<file path="src/rtl/noc_traffic_gen.sv">
// ============================================================================
// noc_traffic_gen
// ----------------------------------------------------------------------------
// Synthetic traffic generator and sink for one PE port of the OpenNoC mesh.
// The transmit side injects numPackets packets to pseudo-random destinations
// (never this node) through a valid/ready port. Each new injection starts at
// least `rate` cycles after the previous one. The receive side counts every
// delivered packet and raises a sticky error flag when a packet arrives that
// is addressed to some other node.
//
// Ports
//   clk         in   rising-edge clock
//   rst         in   synchronous active-high reset
//   start       in   run request (level); low in DONE returns to IDLE
//   enable_send in   gates new assertions of o_valid only
//   o_valid     out  injection valid
//   o_data      out  injected packet {payload, dest_y, dest_x}
//   i_ready     in   router ready; transfer when o_valid & i_ready
//   i_valid     in   delivered packet valid (no backpressure)
//   i_data      in   delivered packet
//   done        out  high only in DONE (all packets injected)
//   sent_count  out  accepted injections this run (saturating)
//   recv_count  out  delivered packets since reset (saturating)
//   err         out  sticky misroute flag, cleared only by rst
// ============================================================================
module noc_traffic_gen #(
   parameter int          X          = 2,
   parameter int          Y          = 2,
   parameter int          x_size     = $clog2(X),
   parameter int          y_size     = $clog2(Y),
   parameter int          data_width = 256,
   parameter int          numPackets = 1000,
   parameter int          rate       = 1,
   parameter int          MY_X       = 0,
   parameter int          MY_Y       = 0,
   parameter logic [15:0] SEED       = 16'hACE1
) (
   input  logic                                clk,
   input  logic                                rst,
   input  logic                                start,
   input  logic                                enable_send,
   output logic                                o_valid,
   output logic [x_size+y_size+data_width-1:0] o_data,
   input  logic                                i_ready,
   input  logic                                i_valid,
   input  logic [x_size+y_size+data_width-1:0] i_data,
   output logic                                done,
   output logic [31:0]                         sent_count,
   output logic [31:0]                         recv_count,
   output logic                                err
);

   localparam int          TW       = x_size + y_size + data_width;
   localparam int          DEST_W   = x_size + y_size;
   localparam logic [x_size-1:0] C_MY_X = x_size'(MY_X);
   localparam logic [y_size-1:0] C_MY_Y = y_size'(MY_Y);
   localparam logic [15:0] C_SEED   = (SEED == 16'h0000) ? 16'hACE1 : SEED;
   localparam logic [31:0] C_NUM    = 32'(numPackets);
   // The gap counter is loaded on the assertion cycle, so it must count
   // rate-1 further cycles before the next launch is allowed.
   localparam logic [31:0] C_GAP    = 32'(rate - 1);
   localparam logic [31:0] C_MAX    = 32'hFFFF_FFFF;

   typedef enum logic [1:0] {
      IDLE = 2'd0,
      SEND = 2'd1,
      DONE = 2'd2
   } state_t;

   state_t            r_state;
   state_t            w_state_next;
   logic [15:0]       r_lfsr;
   logic              r_valid;
   logic [TW-1:0]     r_data;
   logic [31:0]       r_sent;
   logic [31:0]       r_recv;
   logic              r_err;
   logic [31:0]       r_gap;

   logic              w_fire;
   logic              w_last;
   logic              w_launch;
   logic              w_clear_sent;
   logic [31:0]       w_sent_inc;
   logic [31:0]       w_sent_next;
   logic [15:0]       w_lfsr_next;
   logic [x_size-1:0] w_dx_raw;
   logic [x_size-1:0] w_dx;
   logic [y_size-1:0] w_dy;
   logic [TW-1:0]     w_pkt;
   logic              w_rx_dest_ok;
   logic              w_unused_rx;

   // Galois form of x^16+x^14+x^13+x^11+1 (right shift, toggle mask 0xB400).
   function automatic logic [15:0] lfsr_step(input logic [15:0] s);
      lfsr_step = s[0] ? ((s >> 1) ^ 16'hB400) : (s >> 1);
   endfunction

   // ------------------------------------------------------------------------
   // Transmit datapath
   // ------------------------------------------------------------------------
   assign w_fire     = r_valid & i_ready;
   assign w_sent_inc = (r_sent == C_MAX) ? r_sent : r_sent + 32'd1;
   assign w_last     = w_fire && (w_sent_inc == C_NUM);

   // A packet launched on the same edge as a transfer must see the state
   // that transfer produces: stepped LFSR and incremented sequence number.
   assign w_lfsr_next = w_fire ? lfsr_step(r_lfsr) : r_lfsr;
   assign w_sent_next = w_clear_sent ? 32'd0 : (w_fire ? w_sent_inc : r_sent);

   assign w_dx_raw = w_lfsr_next[x_size-1:0];
   assign w_dy     = w_lfsr_next[DEST_W-1:x_size];
   // X is a power of two, so the x_size-bit add wraps modulo X.
   assign w_dx     = ((w_dx_raw == C_MY_X) && (w_dy == C_MY_Y)) ?
                     w_dx_raw + x_size'(1) : w_dx_raw;

   always_comb begin
      w_pkt = '0;
      w_pkt[0 +: x_size]                = w_dx;
      w_pkt[x_size +: y_size]           = w_dy;
      w_pkt[DEST_W +: x_size]           = C_MY_X;
      w_pkt[DEST_W + x_size +: y_size]  = C_MY_Y;
      w_pkt[2*DEST_W +: 16]             = w_sent_next[15:0];
   end

   // ------------------------------------------------------------------------
   // Control FSM: next state and launch decision
   // ------------------------------------------------------------------------
   always_comb begin
      w_state_next = r_state;
      w_launch     = 1'b0;
      w_clear_sent = 1'b0;
      case (r_state)
         IDLE: begin
            if (start) begin
               if (C_NUM == 32'd0) begin
                  w_state_next = DONE;
               end else begin
                  w_state_next = SEND;
                  // Each run counts its own packets from zero.
                  w_clear_sent = 1'b1;
               end
            end
         end
         SEND: begin
            if (w_last) begin
               w_state_next = DONE;
            end else if (enable_send && (r_gap == 32'd0) &&
                         (!r_valid || w_fire)) begin
               w_launch = 1'b1;
            end
         end
         DONE: begin
            if (!start) begin
               w_state_next = IDLE;
            end
         end
         default: begin
            w_state_next = IDLE;
         end
      endcase
   end

   always_ff @(posedge clk) begin
      if (rst) begin
         r_state <= IDLE;
         r_lfsr  <= C_SEED;
         r_valid <= 1'b0;
         r_data  <= '0;
         r_sent  <= 32'd0;
         r_gap   <= 32'd0;
      end else begin
         r_state <= w_state_next;
         r_lfsr  <= w_lfsr_next;
         r_sent  <= w_sent_next;
         // A pending packet is only ever retired by a transfer; enable_send
         // and start affect launches, never an outstanding o_valid.
         if (w_launch) begin
            r_valid <= 1'b1;
            r_data  <= w_pkt;
         end else if (w_fire) begin
            r_valid <= 1'b0;
         end
         if (w_launch) begin
            r_gap <= C_GAP;
         end else if (r_gap != 32'd0) begin
            r_gap <= r_gap - 32'd1;
         end
      end
   end

   // ------------------------------------------------------------------------
   // Receive sink (independent of the transmit side)
   // ------------------------------------------------------------------------
   assign w_rx_dest_ok = (i_data[x_size-1:0] == C_MY_X) &&
                         (i_data[DEST_W-1:x_size] == C_MY_Y);
   // Payload of delivered packets is not inspected.
   assign w_unused_rx  = ^i_data[TW-1:DEST_W];

   always_ff @(posedge clk) begin
      if (rst) begin
         r_recv <= 32'd0;
         r_err  <= 1'b0;
      end else if (i_valid) begin
         if (r_recv != C_MAX) begin
            r_recv <= r_recv + 32'd1;
         end
         if (!w_rx_dest_ok) begin
            r_err <= 1'b1;
         end
      end
   end

   assign o_valid    = r_valid;
   assign o_data     = r_data;
   assign done       = (r_state == DONE);
   assign sent_count = r_sent;
   assign recv_count = r_recv;
   assign err        = r_err;

endmodule

</file>
<file path="config.mk">
export PLATFORM = sky130hd
export DESIGN_NAME = noc_traffic_gen
export DESIGN_NICKNAME = d
export VERILOG_FILES = /design/src/rtl/noc_traffic_gen.sv
export SDC_FILE = /design/constraint.sdc
export NUM_CORES = 1
export LEC_CHECK = 0
export BUFFER_PORTS_ARGS = -buffer_cell sky130_fd_sc_hd__buf_2
export CAP_MARGIN = 10
export CORE_AREA = 2 2 229 231
export CTS_BUF_LIST = sky130_fd_sc_hd__clkbuf_4 sky130_fd_sc_hd__clkbuf_8 sky130_fd_sc_hd__clkbuf_16
export DETAILED_ROUTE_END_ITERATION = 12
export DIE_AREA = 0 0 231 233
export PLACE_DENSITY_LB_ADDON = 0.3
export SLEW_MARGIN = 30
export SYNTH_ARGS = -nofsm -noshare
export SYNTH_HDL_FRONTEND = slang
export SYNTH_SLANG_ARGS = --single-unit
export TNS_END_PERCENT = 50
</file>
<file path="constraint.sdc">
create_clock -name clk -period 6 [get_ports clk]
set_input_delay 1.2 -clock clk [delete_from_list [all_inputs] [get_ports clk]]
set_output_delay 1.2 -clock clk [all_outputs]
set_load 0.05 [all_outputs]
</file>
# Word level (Yosys, flattened, before mapping)
# Index checks and enable logic that the tools add are counted.
totals:
  output_inout_bits: 325
  input_bits: 264
  word_cells: 62
  reg_bits: 134
classes:
  add_sub_neg: 4
  n_reduce_logical: 16
  bitwise_logic: 7
  eq_ne: 8
  n_mux: 17
ops:
  columns: ["cell", "n"]
  rows:
  - ["32-bit by 1-bit adder with 32-bit output (second input constant)", 2]
  - ["16-bit 2-to-1 mux", 3]
  - ["32-bit by 10-bit == test with 1-bit output (second input constant)", 1]
  - ["32-bit == test (second input constant)", 1]
  - ["32-bit logical NOT", 1]
  - ["32-bit 2-to-1 mux", 1]
  - ["32-bit inequality test (second input constant)", 1]
  - ["32-bit nonzero test", 1]
  - ["32-bit by 1-bit subtractor with 32-bit output (second input constant)", 1]
  - ["1-bit 2-to-1 mux", 8]
  - ["2-bit 2-to-1 mux", 4]
  - ["2-bit inequality test (second input constant)", 3]
  - ["2-bit one-hot mux with 3 select lines", 1]
  - ["1-bit logical AND", 5]
  - ["1-bit NOT", 5]
  - ["3-bit NOT with 4-bit output", 1]
  - ["2-bit AND reduction", 2]
  - ["2-bit OR reduction", 2]
  - ["3-bit AND reduction", 1]
  - ["2-bit by 1-bit == test with 1-bit output (second input constant)", 1]
  - ["2-bit == test (second input constant)", 1]
  - ["2-bit logical NOT", 1]
  - ["2-bit nonzero test", 1]
  - ["1-bit adder (second input constant)", 1]
  - ["3 further kinds", 3]

# Longest topological paths before layout
# Gate-level depths: netlist of run 1.
logic_depth:
  word_depth: 7
  depth_mapped: 11
  ltp_nobuf: 10

# Least setup slack after synthesis of run 1
# No wires, ideal clock.
synth_path:
  path_type: "flip-flop to flip-flop"
  from: "register r_sent[14] (netlist: sent_count[14])"
  to: "register r_data[10] (netlist: o_data[10])"
  slack_ns: 2.090
  period_less_slack_ns: 3.910
  path_stages_with_launch: 11
  arrival_ns: 3.789
  required_ns: 5.879
  path_cell_list: "dfxtp_1 clkbuf_1 and4_1 nand3_1 a2111oi_0 mux2_2 nor4b_1 nand4_1 o31ai_4 buf_6 mux2_4"
synth_via:
  elab_chain_cells: 6
  word_cells_on_any_way: 9
  cone_classes: "add/sub (1); eq/ne (2); mux (5); reduce/logical (1)"
synth_lines:
  columns: ["item", "line_no", "text"]
  rows:
  - ["from (decl)", "75", "logic [31:0] r_sent;"]
  - ["from (signal assigned)", "175", "r_sent <= w_sent_next;"]
  - ["32-bit by 1-bit adder with 32-bit output or 32-bit == test (tied branches)", "103", "assign w_sent_inc = (r_sent == C_MAX) ? r_sent : r_sent + 32'd1;"]
  - ["32-bit 2-to-1 mux (*)", "103", null]
  - ["32-bit by 10-bit == test with 1-bit output", "104", "assign w_last = w_fire && (w_sent_inc == C_NUM);"]
  - ["1-bit logical AND", "104", null]
  - ["1-bit 2-to-1 mux", "146", "if (w_last) begin"]
  - ["1-bit 2-to-1 mux", "133", "case (r_state)"]
  - ["to (signal assigned)", "180", "r_data <= w_pkt;"]
  - ["to (decl)", "74", "logic [TW-1:0] r_data;"]
# Mark *: on every way between the ends. The rest lies on a longest branch, timed or not.
# A chain may end at the register's enable or synchronous reset.

# Worst setup path after layout of run 1
layout_path:
  from: "register r_sent[0] (netlist: sent_count[0])"
  to: "register r_data[7] (netlist: o_data[7])"
# Same word-level chain as after synthesis.

==> impl_metrics.yaml, run 1 <==
logic_synthesis:
  syn_inst: 1026
  synth-main-ff-cell: "dfxtp_1"
  synthArstFlopShare: 0
  synth.avg_cell_area_um2: 8.346
  synth-seq-area-share: 0.3133
  synth_seq_cells: 134
  synth_area_um2: 8563
  synth_cell_types: 65
  synth_edf_count: 0
  yosysWarnings: 0
cts:
  numCtsBuffers: 17
  htreeDepth: 4
  cts_tree: "yes"
  cts-root-buf: "clkbuf_16"
  cts_sinks: 134
  clockBufferDepth: 2
  post-cts-setup-buffer-count: 0
  hold_buffers: 0
  cts_resized: 0
  clk_pin_slew_ps: 60
  insertion_delay_ps: 440
cells_and_area:
  fillers: 5744
  fin_area_um2: 9429
  drive_above_1_share: 0.1566
  layout_commonest_cell: "conb_1"
  nets: 1365
  antenna_cells: 0
  finalNonFillerCells: 1791
  mostFrequentLayoutCells: "240 x conb_1, 134 x dfxtp_1, 91 x buf_2"
  syn2layout_area_growth_pct: 10.11
setup_path:
  crit_type: "reg2reg"
  cpPeakStageDelay_ps: 510
  crit_buf_inv: 2
  start_kind: "register"
  cp-end-kind: "register"
  critPathMaxFanout: 18
  worstPathArrival_ps: 4360
  worstPathRequired_ps: 6330
  crit_slowest_cell: "a2111oi_0"
  cp_cell_sequence: "ha_1, and3_1, nand4_1, a2111oi_0, buf_4, mux2_2, nor4b_1, nand4_1, o31ai_4, buf_4, mux2_2"
  cp_top_family: "simple AND/OR/NAND/NOR gates"
placed_design:
  dpl_cell_area_um2: 8802
  dp.cells: 1759
  gp_congestion: 0.8150
  dpl.hpwl_um: 14670
  port_buffers: 92
drt:
  first_iter_violations: 364
  avgViaCountPerCell: 3.642
  drc: 0
  route.vias.total: 6523
  first_pass_iters: 5
  ant_nets: 0
  wire_per_inst_um: 11.22
  drt_wl_total_um: 20100
timing:
  fin_skew_ps: 11.98
  layout_min_cycle_time_ps: 4032
  fin_setup_tns_ps: 0
  rsz0062_at_grt: "false"
  slew-limit-headroom: 0.3598
  min_period_over_period: 0.6719
  slew_viol_final: 0
  timing.hold.ws_ps: 450.5
  worstMarginPinSlew_ps: 952.4
  fmax_mhz: 248.0
  setup_violations: 0
  finalHoldViolations: 0
worst_hold_path:
  worstHoldPathType: "reg2reg"
floorplanning:
  dieArea_um2: 53820
  start_util: 0.1676
  die_h_um: 233
  rows: 83
  ioPinCount: 589
  die_w_um: 231
  coreArea_um2: 51090
global_route:
  grt_max_degree: 77
  antenna_found_initial: 2
  grt_first_pass_wirelength_um: 31420
  track_usage: 0.07377
  grt_pass1_vias: 5773
  grt_overflow_total: 0
power_and_ir_drop:
  powerDensity_nw_per_um2: 325.8
  p_leak_uw: 0.003901
  ir_drop_v: 0.0002258
run_status:
  status: "finished clean"
job:
  drv_cap: 0
## through the flow
stage | utilization | setup WS [ps] | power [uW]
after floorplan | - | 2090 | 1993
after global routing | 0.1845 | 1674 | 3261
final | 0.1845 | 1968 | 3072
after CTS | 0.1844 | 2006 | 3120
after detailed placement | 0.1723 | 1880 | 1979
after global placement | 0.1723 | 1831 | 1967
## Yosys cell counts (all sizes together) (5+ instances only)
| cell | instances | area share |
|---|---|---|
| o21ai | 18 | 0.011 |
| dfxtp | 134 | 0.31 |
| and3 | 20 | 0.015 |
| or2 | 8 | 0.0058 |
| a31oi | 6 | 0.0044 |
| nor3 | 43 | 0.025 |
| xnor2 | 52 | 0.053 |
| clkbuf | 28 | 0.013 |
| and4 | 12 | 0.012 |
| buf | 255 | 0.22 |
| o31ai | 7 | 0.0077 |
| nand3 | 40 | 0.025 |
| nand2 | 70 | 0.031 |
| inv | 14 | 0.0061 |
| nor2 | 89 | 0.039 |
| or3 | 15 | 0.011 |
| and2 | 6 | 0.0044 |
| nor4b | 5 | 0.0066 |
| or4 | 16 | 0.016 |
| nand4 | 23 | 0.019 |
| nand3b | 6 | 0.0053 |
| a21oi | 22 | 0.013 |
| a211oi | 10 | 0.010 |
| nor4 | 8 | 0.0066 |
| nor2b | 22 | 0.016 |
| mux2 | 19 | 0.029 |
| xor2 | 39 | 0.040 |
## state kept, by name, summed over array words and instances, names as in the netlist
register,count
err,1
o_data,18
o_valid,1
r_gap,32
r_lfsr,16
r_state,2
recv_count,32
sent_count,32
## metal layers
metal	up-vias	GRT usage	part of all wire	wire, um
met3	31	0.03407	0.10	2024
met4	4	0.02661	0.015	295
met2	326	0.1087	0.42	8448
met1	3001	0.09354	0.46	9304
met5	-	0	0.0013	27
li1	3161	-	-	-
## logic make-up (layout without fill, tap and decap cells)
| logic type | after synthesis | after routing | synth area share |
|---|---|---|---|
| buf+inv | 297 | 143 | 0.2409 |
| mux | 23 | 23 | 0.03404 |
| simple gates | 391 | 391 | 0.2443 |
| xor+xnor | 91 | 91 | 0.09307 |
| fa+ha+maj | 3 | 3 | 0.004384 |
| other cells | 1 | 240 | 0.0004379 |
| compound gates | 86 | 86 | 0.06955 |
| flops | 134 | 134 | 0.3133 |
## final timing paths
path                      start   endpoint  slack [ps]  cells after the start
setup / recovery  sent_count[0]  o_data[7]        1970                     11
hold / removal              err        err         450                      2
setup reg to reg  sent_count[0]  o_data[7]        1970                     11
hold reg to reg             err        err         450                      2
## cell type report
class,count,area (um^2),share of cell area
Multi-Input combinational cell,834,4722,0.5008
Sequential cell,134,2683,0.2845
Tap cell,680,850.8,0.09023
Timing Repair Buffer,97,500.5,0.05308
Clock buffer,19,452.9,0.04804
Clock inverter,13,167.7,0.01778
Inverter,14,52.55,0.005573
## worst register-to-register path: stages (launching register included)
cell	delay, ps
dfxtp_1	490
ha_1	330
and3_1	260
nand4_1	230
a2111oi_0	510
buf_4	220
mux2_2	370
nor4b_1	330
nand4_1	200
o31ai_4	270
buf_4	330
mux2_2	390
## power by group
group | switching, uW | internal (uW)
registers | 72.4 | 977
logic | 642 | 267
clock network | 433 | 680
total | 1150 | 1920
(Power assumes the default switching activity.)
==> inputs of run 2 (changes only) <==
--- a/config.mk
+++ b/config.mk
@@ -7,10 +7,10 @@
 export LEC_CHECK = 0
 export BUFFER_PORTS_ARGS = -buffer_cell sky130_fd_sc_hd__buf_2
 export CAP_MARGIN = 10
-export CORE_AREA = 2 2 229 231
+export CORE_AREA = 2 2 230 232
 export CTS_BUF_LIST = sky130_fd_sc_hd__clkbuf_4 sky130_fd_sc_hd__clkbuf_8 sky130_fd_sc_hd__clkbuf_16
 export DETAILED_ROUTE_END_ITERATION = 12
-export DIE_AREA = 0 0 231 233
+export DIE_AREA = 0 0 232 234
 export PLACE_DENSITY_LB_ADDON = 0.3
 export SLEW_MARGIN = 30
 export SYNTH_ARGS = -nofsm -noshare
==> constraint.sdc (replaced) <==
create_clock -name clk -period 3.8 [get_ports clk]
set_input_delay 0.76 -clock clk [delete_from_list [all_inputs] [get_ports clk]]
set_output_delay 0.76 -clock clk [all_outputs]
set_load 0.05 [all_outputs]
==> impl_metrics.yaml, run 2 (synthesis gave the netlist of run 1 again) <==
drt:
  first_pass_iters: 4
  drt_wl_total_um: 20600
  ant_nets: 0
  avgViaCountPerCell: 3.592
  route.vias.total: 6591
  drc: 0
  first_iter_violations: 279
  wire_per_inst_um: 11.23
timing:
  min_period_over_period: 0.9466
  finalHoldViolations: 0
  fin_setup_tns_ps: 0
  worstMarginPinSlew_ps: 837.9
  setup_violations: 0
  rsz0062_at_grt: "false"
  layout_min_cycle_time_ps: 3597
  slew_viol_final: 0
  fmax_mhz: 278.0
  fin_skew_ps: 14.55
  fin_ws_ps: 202.9
  slew-limit-headroom: 0.4400
setup_path:
  cp.depth: 11
  crit_type: "reg2reg"
  crit_slowest_cell: "a2111oi_1"
  r2r_cells: 11
  worstPathArrival_ps: 3930
  start_kind: "register"
  cpPeakStageDelay_ps: 360
  crit_buf_inv: 2
  worstPathRequired_ps: 4130
  critPathMaxFanout: 18
  cp_top_family: "simple AND/OR/NAND/NOR gates"
  cp_cell_sequence: "ha_1, and3_1, nand4_1, a2111oi_1, buf_4, mux2_2, nor4b_1, nand4_1, o31ai_4, buf_12, mux2_2"
  cp-end-kind: "register"
cells_and_area:
  nets: 1401
  syn2layout_area_growth_pct: 13.18
  antenna_cells: 0
  drive_above_1_share: 0.1848
  layout_commonest_cell: "conb_1"
  mostFrequentLayoutCells: "240 x conb_1, 131 x dfxtp_1, 91 x buf_2"
power_and_ir_drop:
  clkPwrFrac: 0.352
  p_int_uw: 2972
  netSwitchingPower_uw: 1823
  p_total_uw: 4795
  combinationalPowerShare: 0.303
  ir_drop_v: 0.0003166
  switching_share: 0.3802
  power.share.sequential: 0.345
  p_leak_uw: 0.004076
  powerDensity_nw_per_um2: 494.8
floorplanning:
  rows: 84
  die_h_um: 234
  ioPinCount: 589
  start_util: 0.1646
  die_w_um: 232
  dieArea_um2: 54290
  coreArea_um2: 52020
global_route:
  grt_overflow_total: 0
  grt_first_pass_wirelength_um: 32190
  grt_pass1_vias: 5877
  track_usage: 0.07570
  grt_max_degree: 55
  antenna_found_initial: 2
cts:
  cts_tree: "yes"
  post-cts-setup-buffer-count: 0
  clk_pin_slew_ps: 60
  hold_buffers: 0
  cts_sinks: 134
  htreeDepth: 4
  clockBufferDepth: 2
  cts-root-buf: "clkbuf_16"
  insertion_delay_ps: 450
  numCtsBuffers: 17
  cts_resized: 0
placed_design:
  dpl.hpwl_um: 15140
  pre_cts_slack_ps: 281.5
  port_buffers: 92
  gp_congestion: 0.8353
worst_hold_path:
  holdPathStages: 2
  worstHoldPathType: "reg2reg"
job:
  drv_cap: 0
run_status:
  status: "finished clean"
[run 2: changes by cell type in the layout (fill, tap and decap cells not counted), sizes merged]
cell      delta
bufinv       -1
clkinv       -2
buf         +36
clkinvlp     +3
[run 2: per-layer routing]
metal / track usage / wire, um / vias to the layer above / share of wire
met5: 0 / 27 / - / 0.0013
met4: 0.03285 / 447 / 4 / 0.022
met3: 0.03089 / 1830 / 31 / 0.089
met2: 0.1118 / 8678 / 308 / 0.42
met1: 0.09644 / 9621 / 3017 / 0.47
li1: - / - / 3231 / -
[run 2: worst paths after layout]
path	startpoint	endpoint	slack [ps]
max	sent_count[1]	o_data[6]	200
min	err	err	440
max reg2reg	sent_count[1]	o_data[6]	200
min reg2reg	err	err	440
[run 2: layout make-up]
type / instances / area, um^2
clock inverters: 13 / 145.1
repair buffers: 133 / 783.3
clock buffers: 19 / 446.7
flip-flops and latches: 134 / 2686
well taps: 688 / 860.8
multi-input cells: 834 / 4717
inverters: 14 / 52.55
fillers: 5807 / 42330
[run 2: metrics by stage]
stage | cell area (um^2) | instances | util | hold WS [ps]
after detailed placement | 9100 | 1803 | 0.1749 | 437.5
after floorplan | 9465 | 1265 | - | 432.1
after global routing | 9692 | 1835 | 0.1863 | 470.1
after CTS | 9692 | 1835 | 0.1863 | 447.2
after global placement | 9099 | 1803 | 0.1749 | 445.6
final | 9692 | 1835 | 0.1863 | 443.4
[run 2: power by group through the flow]
stage / sequential [uW] / clock, uW / combinational, uW
after global routing: 1680 / 1810 / 1600
after CTS: 1650 / 1750 / 1460
after floorplan: 1680 / 0 / 1470
final: 1660 / 1690 / 1450
after detailed placement: 1680 / 0 / 1450
after global placement: 1680 / 0 / 1440
[run 2: tightest hold or removal path: cells and delay by family (launching register included)]
family | cells | cell delay, ps
AO/OA/AOI/OAI | 1 | 50
flip-flops | 1 | 310
buffers and inverters | 1 | 40
==> inputs of run 3 (changes only) <==
--- a/config.mk
+++ b/config.mk
@@ -5,12 +5,12 @@
 export SDC_FILE = /design/constraint.sdc
 export NUM_CORES = 1
 export LEC_CHECK = 0
-export BUFFER_PORTS_ARGS = -buffer_cell sky130_fd_sc_hd__buf_2
 export CAP_MARGIN = 10
-export CORE_AREA = 2 2 230 232
+export CORE_AREA = 2 2 229 231
 export CTS_BUF_LIST = sky130_fd_sc_hd__clkbuf_4 sky130_fd_sc_hd__clkbuf_8 sky130_fd_sc_hd__clkbuf_16
 export DETAILED_ROUTE_END_ITERATION = 12
-export DIE_AREA = 0 0 232 234
+export DIE_AREA = 0 0 231 233
+export DONT_BUFFER_PORTS = 1
 export PLACE_DENSITY_LB_ADDON = 0.3
 export SLEW_MARGIN = 30
 export SYNTH_ARGS = -nofsm -noshare
==> impl_metrics.yaml, run 3 (synthesis gave the netlist of run 1 again) <==
run_status:
  status: "finished clean"
placed_design:
  dpl_cell_area_um2: 8837
  dpl.hpwl_um: 15130
  dp.cells: 1730
  port_buffers: 0
  gp_congestion: 0.8014
setup_path:
  startpoint: "sent_count[1]"
  critPathMaxFanout: 18
  worstPathRequired_ps: 4130
  crit_type: "reg2reg"
  rrSetupSlack_ps: 240
  cp_cell_sequence: "ha_1, and3_1, nand4_1, a2111oi_1, buf_4, mux2_2, nor4b_1, nand4_1, o31ai_4, buf_12, mux2_2"
  worstPathArrival_ps: 3890
  cp-end-kind: "register"
  regToRegStartpoint: "sent_count[1]"
  crit_slowest_cell: "mux2_2"
  start_kind: "register"
  cpPeakStageDelay_ps: 370
global_route:
  track_usage: 0.07510
  grt_max_degree: 105
  antenna_found_initial: 0
  grt_first_pass_wirelength_um: 31550
  grt_pass1_vias: 5686
  grt_overflow_total: 0
cells_and_area:
  mostFrequentLayoutCells: "240 x conb_1, 131 x dfxtp_1, 88 x nor2_1"
  antenna_cells: 0
  fin_util: 0.1854
  syn2layout_area_growth_pct: 10.59
  fin_area_um2: 9470
  fillers: 5790
  layout_commonest_cell: "conb_1"
  nets: 1336
  drive_above_1_share: 0.1377
  finalNonFillerCells: 1762
floorplanning:
  ioPinCount: 589
  rows: 83
  die_w_um: 231
  die_h_um: 233
  start_util: 0.1676
  coreArea_um2: 51090
  dieArea_um2: 53820
drt:
  ant_nets: 0
  drc: 0
  first_iter_violations: 350
  route.vias.total: 6378
  avgViaCountPerCell: 3.620
  wire_per_inst_um: 11.67
  first_pass_iters: 4
  drt_wl_total_um: 20560
cts:
  clk_pin_slew_ps: 70
  hold_buffers: 0
  cts_sinks: 134
  cts_tree: "yes"
  htreeDepth: 4
  insertion_delay_ps: 440
  numCtsBuffers: 17
  post-cts-setup-buffer-count: 0
  clockBufferDepth: 2
  cts-root-buf: "clkbuf_16"
  cts_resized: 0
power_and_ir_drop:
  ir_drop_v: 0.0002813
  powerDensity_nw_per_um2: 514.8
  p_leak_uw: 0.003752
timing:
  fin_skew_ps: 9.523
  fmax_mhz: 281.1
  timing.hold.ws_ps: 446.6
  rsz0062_at_grt: "false"
  slew_viol_final: 0
  slew-limit-headroom: 0.5310
  finalHoldViolations: 0
  worstMarginPinSlew_ps: 702.1
  fin_setup_tns_ps: 0
  setup_violations: 0
  min_period_over_period: 0.9361
  layout_min_cycle_time_ps: 3557
worst_hold_path:
  min_from: "start"
  worstHoldPathType: "in2reg"
job:
  drv_cap: 0
## run 3: cell count changes in the layout (fill, tap and decap cells not counted), sizes merged
cell      before  now
clkinv         2    4
buf          133   68
clkinvlp       5    1
bufinv         2    3
clkbuf        19   20
## run 3: final timing paths
| path | to | cells after the start |
|---|---|---|
| max | o_data[5] | 11 |
| min | r_state[1] | 2 |
| max reg2reg | o_data[5] | 11 |
| min reg2reg | r_lfsr[4] | 2 |
## run 3: cell type report
type,instances,area (um^2),area share
clock buffer,20,466.7,0.04928
clock inverter,12,166.4,0.01757
inverter,14,52.55,0.005549
multi-input combinational,834,4725,0.4989
sequential,134,2686,0.2837
tap,680,850.8,0.08984
timing repair buffer,68,523.0,0.05523
## run 3: critical path: cells and delay by family (launching register included)
family | cells | cell delay, ps
fa+ha+maj | 1 | 280
mux | 2 | 720
compound gates | 2 | 650
flops | 1 | 330
simple gates | 4 | 1020
buf+inv | 2 | 420
## run 3: stage by stage
step / power, uW / worst slack, ps
after floorplan: 3147 / 42.80
after global placement: 3097 / 235.6
after detailed placement: 3118 / 245.5
after CTS: 4957 / 237.9
after global routing: 5165 / 44.70
final: 4875 / 242.8
## run 3: power by group
part | internal [uW] | switching, uW | leakage [uW] | total (uW)
clock | 1100 | 693 | 0.000310 | 1790
sequential | 1540 | 129 | 0.00109 | 1670
combinational | 435 | 979 | 0.00236 | 1410
## run 3: per-layer routing
layer,up-vias,global-route usage,routed length [um]
li1,3091,-,-
met1,2961,0.08746,8906
met2,307,0.1149,8789
met3,19,0.04485,2626
met4,0,0.02238,240
met5,-,0,0
